<file path="config.mk">
export PLATFORM = sky130hd
export DESIGN_NAME = diy_recorder_flat
export DESIGN_NICKNAME = d
export VERILOG_FILES = /design/src/rtl/diy_recorder_pkg.sv /design/src/rtl/diy_recorder_if.sv /design/src/rtl/diy_recorder_mole_time_ram.sv /design/src/rtl/diy_recorder.sv /design/src/flat_wrapper.sv
export SDC_FILE = /design/constraint.sdc
export NUM_CORES = 2
export LEC_CHECK = 0
export CORE_UTILIZATION = 63
export CTS_CLUSTER_DIAMETER = 100
export DETAILED_ROUTE_END_ITERATION = 8
export GPL_TIMING_DRIVEN = 0
export PLACE_DENSITY_LB_ADDON = 0.1
export SLEW_MARGIN = 10
export SYNTH_ARGS = -nofsm -noshare
export SYNTH_HDL_FRONTEND = slang
export SYNTH_SLANG_ARGS = --single-unit
</file>
<file path="constraint.sdc">
create_clock -name clk -period 3.7 [get_ports clk]
set_input_delay 0.37 -clock clk [delete_from_list [all_inputs] [get_ports clk]]
set_output_delay 0.37 -clock clk [all_outputs]
set_load 0.03 [all_outputs]
</file>
<file path="src/rtl/diy_recorder_pkg.sv">
// Shared types and constants for the DIY mole recorder and its consumers.
// Latency: n/a (declarations only).
// Backpressure: n/a.
package diy_recorder_pkg;

  // Recorder FSM encoding; the mole scheduler decodes the same values.
  typedef enum logic [1:0] {
    ST_IDLE  = 2'd0,
    ST_REC   = 2'd1,
    ST_WRITE = 2'd2,
    ST_DONE  = 2'd3
  } rec_state_t;

  localparam int          INDEX_BITS      = 8;
  localparam int          ADDR_BITS       = 23;
  localparam int          ENTRY_BITS      = 24;
  localparam logic [7:0]  MAX_ITEM        = 8'd127;
  localparam logic [22:0] MIN_GAP_DEFAULT = 23'h2000;
  // Last address of the built-in song; also used by the scheduler's table.
  localparam logic [22:0] END_ADDRESS     = 23'h4FD00;

  // Music addresses are stored and compared one bit wider so that
  // last_addr + gap can never wrap.
  function automatic logic [ENTRY_BITS-1:0] widen_addr(input logic [ADDR_BITS-1:0] a);
    return {1'b0, a};
  endfunction

endpackage

</file>
<file path="src/rtl/diy_recorder_if.sv">
// Bundle between the recorder and its neighbours (pads, music player, scheduler).
// Latency: n/a (wires only).
// Backpressure: none; all signals are levels or registered values.
import diy_recorder_pkg::*;

interface diy_recorder_if;
  logic                  diy_mode;
  logic                  mark;
  logic                  finish;
  logic [ADDR_BITS-1:0]  music_address;
  logic [INDEX_BITS-1:0] lookup_index;
  logic [ENTRY_BITS-1:0] index_address;
  logic [INDEX_BITS-1:0] total_moles;
  logic                  ready_to_use;
  logic                  recording;

  // Environment side: drives controls, reads table and status.
  modport master (
    output diy_mode, mark, finish, music_address, lookup_index,
    input  index_address, total_moles, ready_to_use, recording
  );

  // Recorder side.
  modport slave (
    input  diy_mode, mark, finish, music_address, lookup_index,
    output index_address, total_moles, ready_to_use, recording
  );
endinterface

</file>
<file path="src/rtl/diy_recorder_mole_time_ram.sv">
// Mole-time table: one synchronous write port, one registered read port.
// Latency: read data valid one cycle after rd_addr; read-during-write returns old data.
// Backpressure: none; a write is accepted every cycle wr_en is high.
module mole_time_ram #(
  parameter int DEPTH = 128,
  parameter int WIDTH = 24,
  parameter int IW    = 8,
  parameter int AW    = $clog2(DEPTH)
) (
  input  logic             clk,
  input  logic             reset,
  input  logic             wr_en,
  input  logic [AW-1:0]    wr_addr,
  input  logic [WIDTH-1:0] wr_data,
  input  logic [IW-1:0]    rd_addr,
  output logic [WIDTH-1:0] rd_data
);

  localparam logic [IW-1:0] LAST_INDEX = IW'(DEPTH - 1);

  logic [WIDTH-1:0] mem [DEPTH];

  // Write port; contents deliberately survive reset.
  always_ff @(posedge clk) begin
    if (wr_en) begin
      mem[wr_addr] <= wr_data;
    end
  end

  // Registered read port; indices past the table read as zero.
  always_ff @(posedge clk) begin
    if (reset) begin
      rd_data <= '0;
    end else if (rd_addr <= LAST_INDEX) begin
      rd_data <= mem[rd_addr[AW-1:0]];
    end else begin
      rd_data <= '0;
    end
  end

endmodule

</file>
<file path="src/rtl/diy_recorder.sv">
// DIY recorder: each accepted pad stomp stores the music address into the mole-time table.
// Latency: entry written 2 cycles after the stomp edge; table read port 1 cycle.
// Backpressure: none; stomps too close together or while not recording are dropped.
import diy_recorder_pkg::*;

module diy_recorder #(
  parameter logic [7:0]  MAX_ITEM    = diy_recorder_pkg::MAX_ITEM,
  parameter logic [22:0] MIN_GAP     = diy_recorder_pkg::MIN_GAP_DEFAULT,
  parameter logic [22:0] END_ADDRESS = diy_recorder_pkg::END_ADDRESS
) (
  input  logic           clk,
  input  logic           reset,
  diy_recorder_if.slave  bus
);

  localparam int DEPTH  = int'(MAX_ITEM) + 1;
  localparam int RAM_AW = $clog2(DEPTH);

  rec_state_t            state;
  rec_state_t            state_nx;
  logic [INDEX_BITS-1:0] count;
  logic [ADDR_BITS-1:0]  last_addr;
  logic [ENTRY_BITS-1:0] wr_data;
  logic                  mark_q;
  logic                  finish_q;
  logic                  ready_q;
  logic                  recording_q;

  logic mark_rise;
  logic finish_rise;
  logic gap_ok;
  logic accept;
  logic at_end;
  logic have_moles;
  logic table_full;

  assign mark_rise   = bus.mark & ~mark_q;
  assign finish_rise = bus.finish & ~finish_q;
  // Widened compare: last_addr + MIN_GAP may exceed 23 bits near the song end.
  assign gap_ok      = widen_addr(bus.music_address) >= (widen_addr(last_addr) + widen_addr(MIN_GAP));
  assign accept      = (count == '0) || gap_ok;
  assign at_end      = bus.music_address >= END_ADDRESS;
  assign have_moles  = (count != '0);
  assign table_full  = (count == INDEX_BITS'(MAX_ITEM));

  // Next-state selection; dropping diy_mode overrides everything else.
  always_comb begin
    state_nx = state;
    case (state)
      ST_IDLE: begin
        if (bus.diy_mode) state_nx = ST_REC;
      end
      ST_REC: begin
        // A mark wins over a simultaneous finish; the finish is dropped.
        if (mark_rise && accept) begin
          state_nx = ST_WRITE;
        end else if (at_end) begin
          state_nx = have_moles ? ST_DONE : ST_IDLE;
        end else if (finish_rise && have_moles) begin
          state_nx = ST_DONE;
        end
      end
      ST_WRITE: begin
        state_nx = table_full ? ST_DONE : ST_REC;
      end
      ST_DONE: begin
        state_nx = ST_DONE;
      end
      default: begin
        state_nx = ST_IDLE;
      end
    endcase
    if (!bus.diy_mode) state_nx = ST_IDLE;
  end

  // State register, datapath registers and registered status outputs.
  always_ff @(posedge clk) begin
    if (reset) begin
      state       <= ST_IDLE;
      count       <= '0;
      last_addr   <= '0;
      wr_data     <= '0;
      mark_q      <= 1'b0;
      finish_q    <= 1'b0;
      ready_q     <= 1'b0;
      recording_q <= 1'b0;
    end else begin
      mark_q      <= bus.mark;
      finish_q    <= bus.finish;
      state       <= state_nx;
      ready_q     <= (state_nx == ST_DONE);
      recording_q <= (state_nx == ST_REC) || (state_nx == ST_WRITE);
      case (state)
        ST_IDLE: begin
          count     <= '0;
          last_addr <= '0;
        end
        ST_REC: begin
          if (state_nx == ST_WRITE) wr_data <= widen_addr(bus.music_address);
        end
        ST_WRITE: begin
          // Commits even when diy_mode just dropped; IDLE clears count afterwards.
          last_addr <= wr_data[ADDR_BITS-1:0];
          count     <= count + INDEX_BITS'(1);
        end
        default: begin
        end
      endcase
    end
  end

  mole_time_ram #(
    .DEPTH (DEPTH),
    .WIDTH (ENTRY_BITS),
    .IW    (INDEX_BITS),
    .AW    (RAM_AW)
  ) u_ram (
    .clk     (clk),
    .reset   (reset),
    .wr_en   (state == ST_WRITE),
    .wr_addr (count[RAM_AW-1:0]),
    .wr_data (wr_data),
    .rd_addr (bus.lookup_index),
    .rd_data (bus.index_address)
  );

  assign bus.total_moles  = count;
  assign bus.ready_to_use = ready_q;
  assign bus.recording    = recording_q;

endmodule
</file>
<file path="src/flat_wrapper.sv">
// flat-port wrapper written by rule: the top's interface ports become plain ports
module diy_recorder_flat 
#(
  parameter logic [7:0]  MAX_ITEM    = diy_recorder_pkg::MAX_ITEM,
  parameter logic [22:0] MIN_GAP     = diy_recorder_pkg::MIN_GAP_DEFAULT,
  parameter logic [22:0] END_ADDRESS = diy_recorder_pkg::END_ADDRESS
)
  (clk, reset, bus_diy_mode, bus_mark, bus_finish, bus_music_address, bus_lookup_index, bus_index_address, bus_total_moles, bus_ready_to_use, bus_recording);
  diy_recorder_if bus_i ();
  input  logic clk;
  input  logic reset;
  input wire logic [$bits(bus_i.diy_mode)-1:0] bus_diy_mode;
  input wire logic [$bits(bus_i.mark)-1:0] bus_mark;
  input wire logic [$bits(bus_i.finish)-1:0] bus_finish;
  input wire logic [$bits(bus_i.music_address)-1:0] bus_music_address;
  input wire logic [$bits(bus_i.lookup_index)-1:0] bus_lookup_index;
  output wire logic [$bits(bus_i.index_address)-1:0] bus_index_address;
  output wire logic [$bits(bus_i.total_moles)-1:0] bus_total_moles;
  output wire logic [$bits(bus_i.ready_to_use)-1:0] bus_ready_to_use;
  output wire logic [$bits(bus_i.recording)-1:0] bus_recording;
  assign bus_i.diy_mode = bus_diy_mode;
  assign bus_i.mark = bus_mark;
  assign bus_i.finish = bus_finish;
  assign bus_i.music_address = bus_music_address;
  assign bus_i.lookup_index = bus_lookup_index;
  assign bus_index_address = bus_i.index_address;
  assign bus_total_moles = bus_i.total_moles;
  assign bus_ready_to_use = bus_i.ready_to_use;
  assign bus_recording = bus_i.recording;
  diy_recorder #(.MAX_ITEM(MAX_ITEM), .MIN_GAP(MIN_GAP), .END_ADDRESS(END_ADDRESS)) u_core (.clk(clk), .reset(reset), .bus(bus_i));
endmodule
</file>
==> results by group <==
Logic synthesis
  – Synth Area in Compound Gates: 1.201%
  – Mux cell area share after synthesis: 17.92%
  – Async S/R FF share, synth: 0%
  – Synth Instances: 5031
  – Area contributors post-synth: edfxtp_1, mux4_2, mux2i_1
  – Post-synthesis sequential area ratio: 77.74%
  – Largest area contributor in the netlist: edfxtp_1
  – Commonest cells in the netlist: edfxtp_1, mux4_2, nor2_1
  – Simple-gate portion of the synthesized area: 1.599%
  – Top-area cell type share of the netlist area: 76.31%
  – Synth warn: 0
  – Number of library cell types mapped by synthesis: 51
  – Synth Area in XOR/XNOR: 0.1058%
  – Most frequent cell after synthesis: edfxtp_1
  – Adder-cell area share of the yosys netlist: 0.2808%
  – #FFs+latches synth: 3027
  – Largest family of logic cells by synthesized area: multiplexers
  – Synthesized area per cell: 23.03 µm²
  – Synthesized cell area: 115900 µm²
  – Net Count, Synth: 5093
  – Number of enable flip-flop cells after synthesis: 2944
  – Post-synth top flop: edfxtp_1

Routing
  – WL/cell: 38.73 µm
  – ANT nets after route: 0
  – Number of remaining DRC errors: 0
  – Vias/cell: 7.070
  – Vias: 58430
  – Router iterations before antenna repair: 6
  – Final WL: 320100 µm
  – First DRT Iteration DRCs: 9729

Power and ir drop
  – Switch Pwr: 0.01396 W
  – Internal: 0.05455 W
  – Pwr Total: 0.06851 W
  – Pwr/cell area: 512.0 nW/µm²
  – Maximum VDD drop: 0.4662 mV
  – Combinational power share: 3.3%
  – Leak: 47.74 nW
  – Sequential share of power: 54.5%
  – Clock power share: 42.2%
  – Switch share: 20.38%

GRT
  – Initial antenna violation count: 14
  – Vias in the first global route: 56852
  – First-pass GRT wire length: 441200 µm
  – Overflow after GRT: 0
  – GRT Util Overall: 35.04%
  – Largest net degree at the start of global routing: 84

Clocking
  – Max clock buf depth: 4
  – Clock sinks: 3027
  – Clock latency on the worst-skew pair: 940 ps
  – Clk root buf: clkbuf_16
  – H-tree levels: 5
  – CTS buffer count: 309
  – Clock-pin slew on the worst setup and hold paths: 60 ps
  – CTS tree: done

Worst setup path
  – Critical Path End: u_core.u_ram.rd_data[16]
  – Max FO, Critical Path: 10
  – Worst setup EP type: register
  – Startpoint Class: input pin
  – FF-to-FF End: u_core.u_ram.mem[109][0]
  – Setup CP Type: in -> reg
  – R2r startpoint: u_core.bus.total_moles[3]
  – Crit path DAT: 4560 ps
  – Crit path from: bus_lookup_index[1]
  – R2r setup slk: -60 ps
  – Worst path required time: 4320 ps
  – Path depth of the worst reg2reg path: 3

Hold path
  – Worst min path class: in -> reg

Place
  – Area after DPL: 123700 µm²
  – GPL Wtd Cong: 1.113
  – Pre-CTS setup slack: -2569 ps
  – PortBufs: 63
  – DP HPWL: 208100 µm

Outcome
  – Status: finished with violations
  – Failing checks: setup timing

Floorplan
  – Site row count: 157
  – Starting Density: 63.35%
  – Die span in y: 430.8 µm
  – Core Region: 182900 µm²
  – Die area: 185600 µm²
  – Die X: 430.8 µm
  – I/O pin cnt: 70

Timing
  – Layout Skew: 36.10 ps
  – F_max: 254.0 MHz
  – Final WS setup: -237.8 ps
  – Final cycle utilization of the critical path: 106.4%
  – Max-Slew Margin vs Limit: 8.043%
  – Final slew viol count: 0
  – Worst-Margin Slew: 1379 ps
  – Endpoints failing setup: 83
  – Final Hold Viols: 0
  – Tmin final: 3938 ps

Final layout
  – Design area: 133800 µm²
  – Fillers: 10135
  – Final #Nets: 5635
  – Area delta synth->final: 15.50%
  – Layout cells sized above 1: 30.18%

Job
  – Maxcap violations: 0
[metrics by stage]
| step | util [%] | setup TNS (ps) | std cells | hold slack, ps |
|---|---|---|---|---|
| 4_1_cts | 73.09 | 0 | 8250 | 24.38 |
| 3_3_place_gp | 65.38 | -7544650 | 7558 | 473.1 |
| 2_1_floorplan | - | 0 | 5031 | 454.4 |
| 5_1_grt | 73.16 | -0.007550 | 8258 | 97.08 |
| 3_5_place_dp | 67.62 | -853720 | 7683 | 480.6 |
| 6_report | 73.17 | -3998 | 8265 | 61.96 |
[registers in the layout (all words and copies together) (netlist names)]
signal                   flops
u_core.u_ram.mem          2944
u_core.u_ram.rd_data        23
u_core.finish_q              1
u_core.mark_q                1
u_core.state                 2
u_core.bus.ready_to_use      1
u_core.wr_data              23
u_core.bus.recording         1
u_core.bus.total_moles       8
u_core.last_addr            23
[worst min path at each step]
stage,startpoint,cells after the start,slack [ps],to
final,bus_music_address[4],3,60,u_core.wr_data[4]
after global routing,bus_music_address[4],3,100,u_core.wr_data[4]
after CTS,bus_music_address[4],3,20,u_core.wr_data[4]
after detailed placement,u_core.last_addr[2],2,480,u_core.last_addr[2]
after global placement,u_core.last_addr[10],2,470,u_core.last_addr[10]
after floorplan,u_core.last_addr[1],2,450,u_core.last_addr[1]
[worst max-delay path, cell delays in order]
cell	delay, ps
buf_2	260
buf_2	450
clkdlybuf4s15_2	600
clkbuf_1	700
mux4_2	410
mux2i_1	340
o22ai_1	220
nor4_2	570
nand3_1	570
[area by class of cell]
| cell class | count | area, µm² | area share (%) |
|---|---|---|---|
| antenna | 10 | 25.02 | 0.01870 |
| buffer | 275 | 1420 | 1.061 |
| clock buffer | 407 | 8290 | 6.195 |
| clock inverter | 122 | 827.0 | 0.6180 |
| inverter | 17 | 63.81 | 0.04769 |
| multi-input combinational | 1730 | 25920 | 19.37 |
| sequential | 3027 | 90150 | 67.37 |
| tap | 2464 | 3083 | 2.304 |
| timing repair buffer | 213 | 4036 | 3.016 |
[logic make-up (layout without fill, tap and decap cells)]
family,after synthesis,after routing
AOI/OAI and AO/OA,219,219
DFF,3027,3027
adders and majority gates,26,26
other,1,11
muxes,1036,1036
buffers and inverters,294,1034
and+or+nand+nor,414,434
xor gates and xnor gates,14,14
[power by group through the flow]
| stage | combinational (W) | sequential [W] | clock [W] |
|---|---|---|---|
| finish | 0.00227 | 0.0373 | 0.0289 |
| floorplan | 0.00125 | 0.0381 | 0 |
| global route | 0.00234 | 0.0373 | 0.0303 |
| detailed placement | 0.00223 | 0.0381 | 0 |
| global placement | 0.00200 | 0.0383 | 0 |
| CTS | 0.00225 | 0.0373 | 0.0291 |
[routing by layer]
layer  GRT usage [%]  wire (µm)  up-vias
met4           15.52      16570        8
li1                -          -    22569
met2           51.86     146600     4139
met5         0.02602         58        -
met3           8.749      39400      745
met1           50.51     117400    30969
[repair_timing]
item	in CTS	in global routing
pin swaps	26	6
setup endpoints to repair	2014	118
resized for setup	109	20
cloned	19	1
hold endpoints to repair	2	0
setup buffers	19	4
hold buffers	2	0
[layout by cell type, fill, tap and decap left out, drive strengths merged, types with 23 or more instances in the layout]
cell type      instances
edfxtp              2944
mux4                 828
clkbuf               544
buf                  278
nor2                 216
mux2i                185
clkinv               106
o22ai                 91
dfxtp                 83
nand2                 73
nand3                 64
clkdlybuf4s50         63
a21oi                 58
ha                    26
o211ai                24
nor4                  24
mux2                  23
Note: power is estimated with default switching activity, not from simulation.
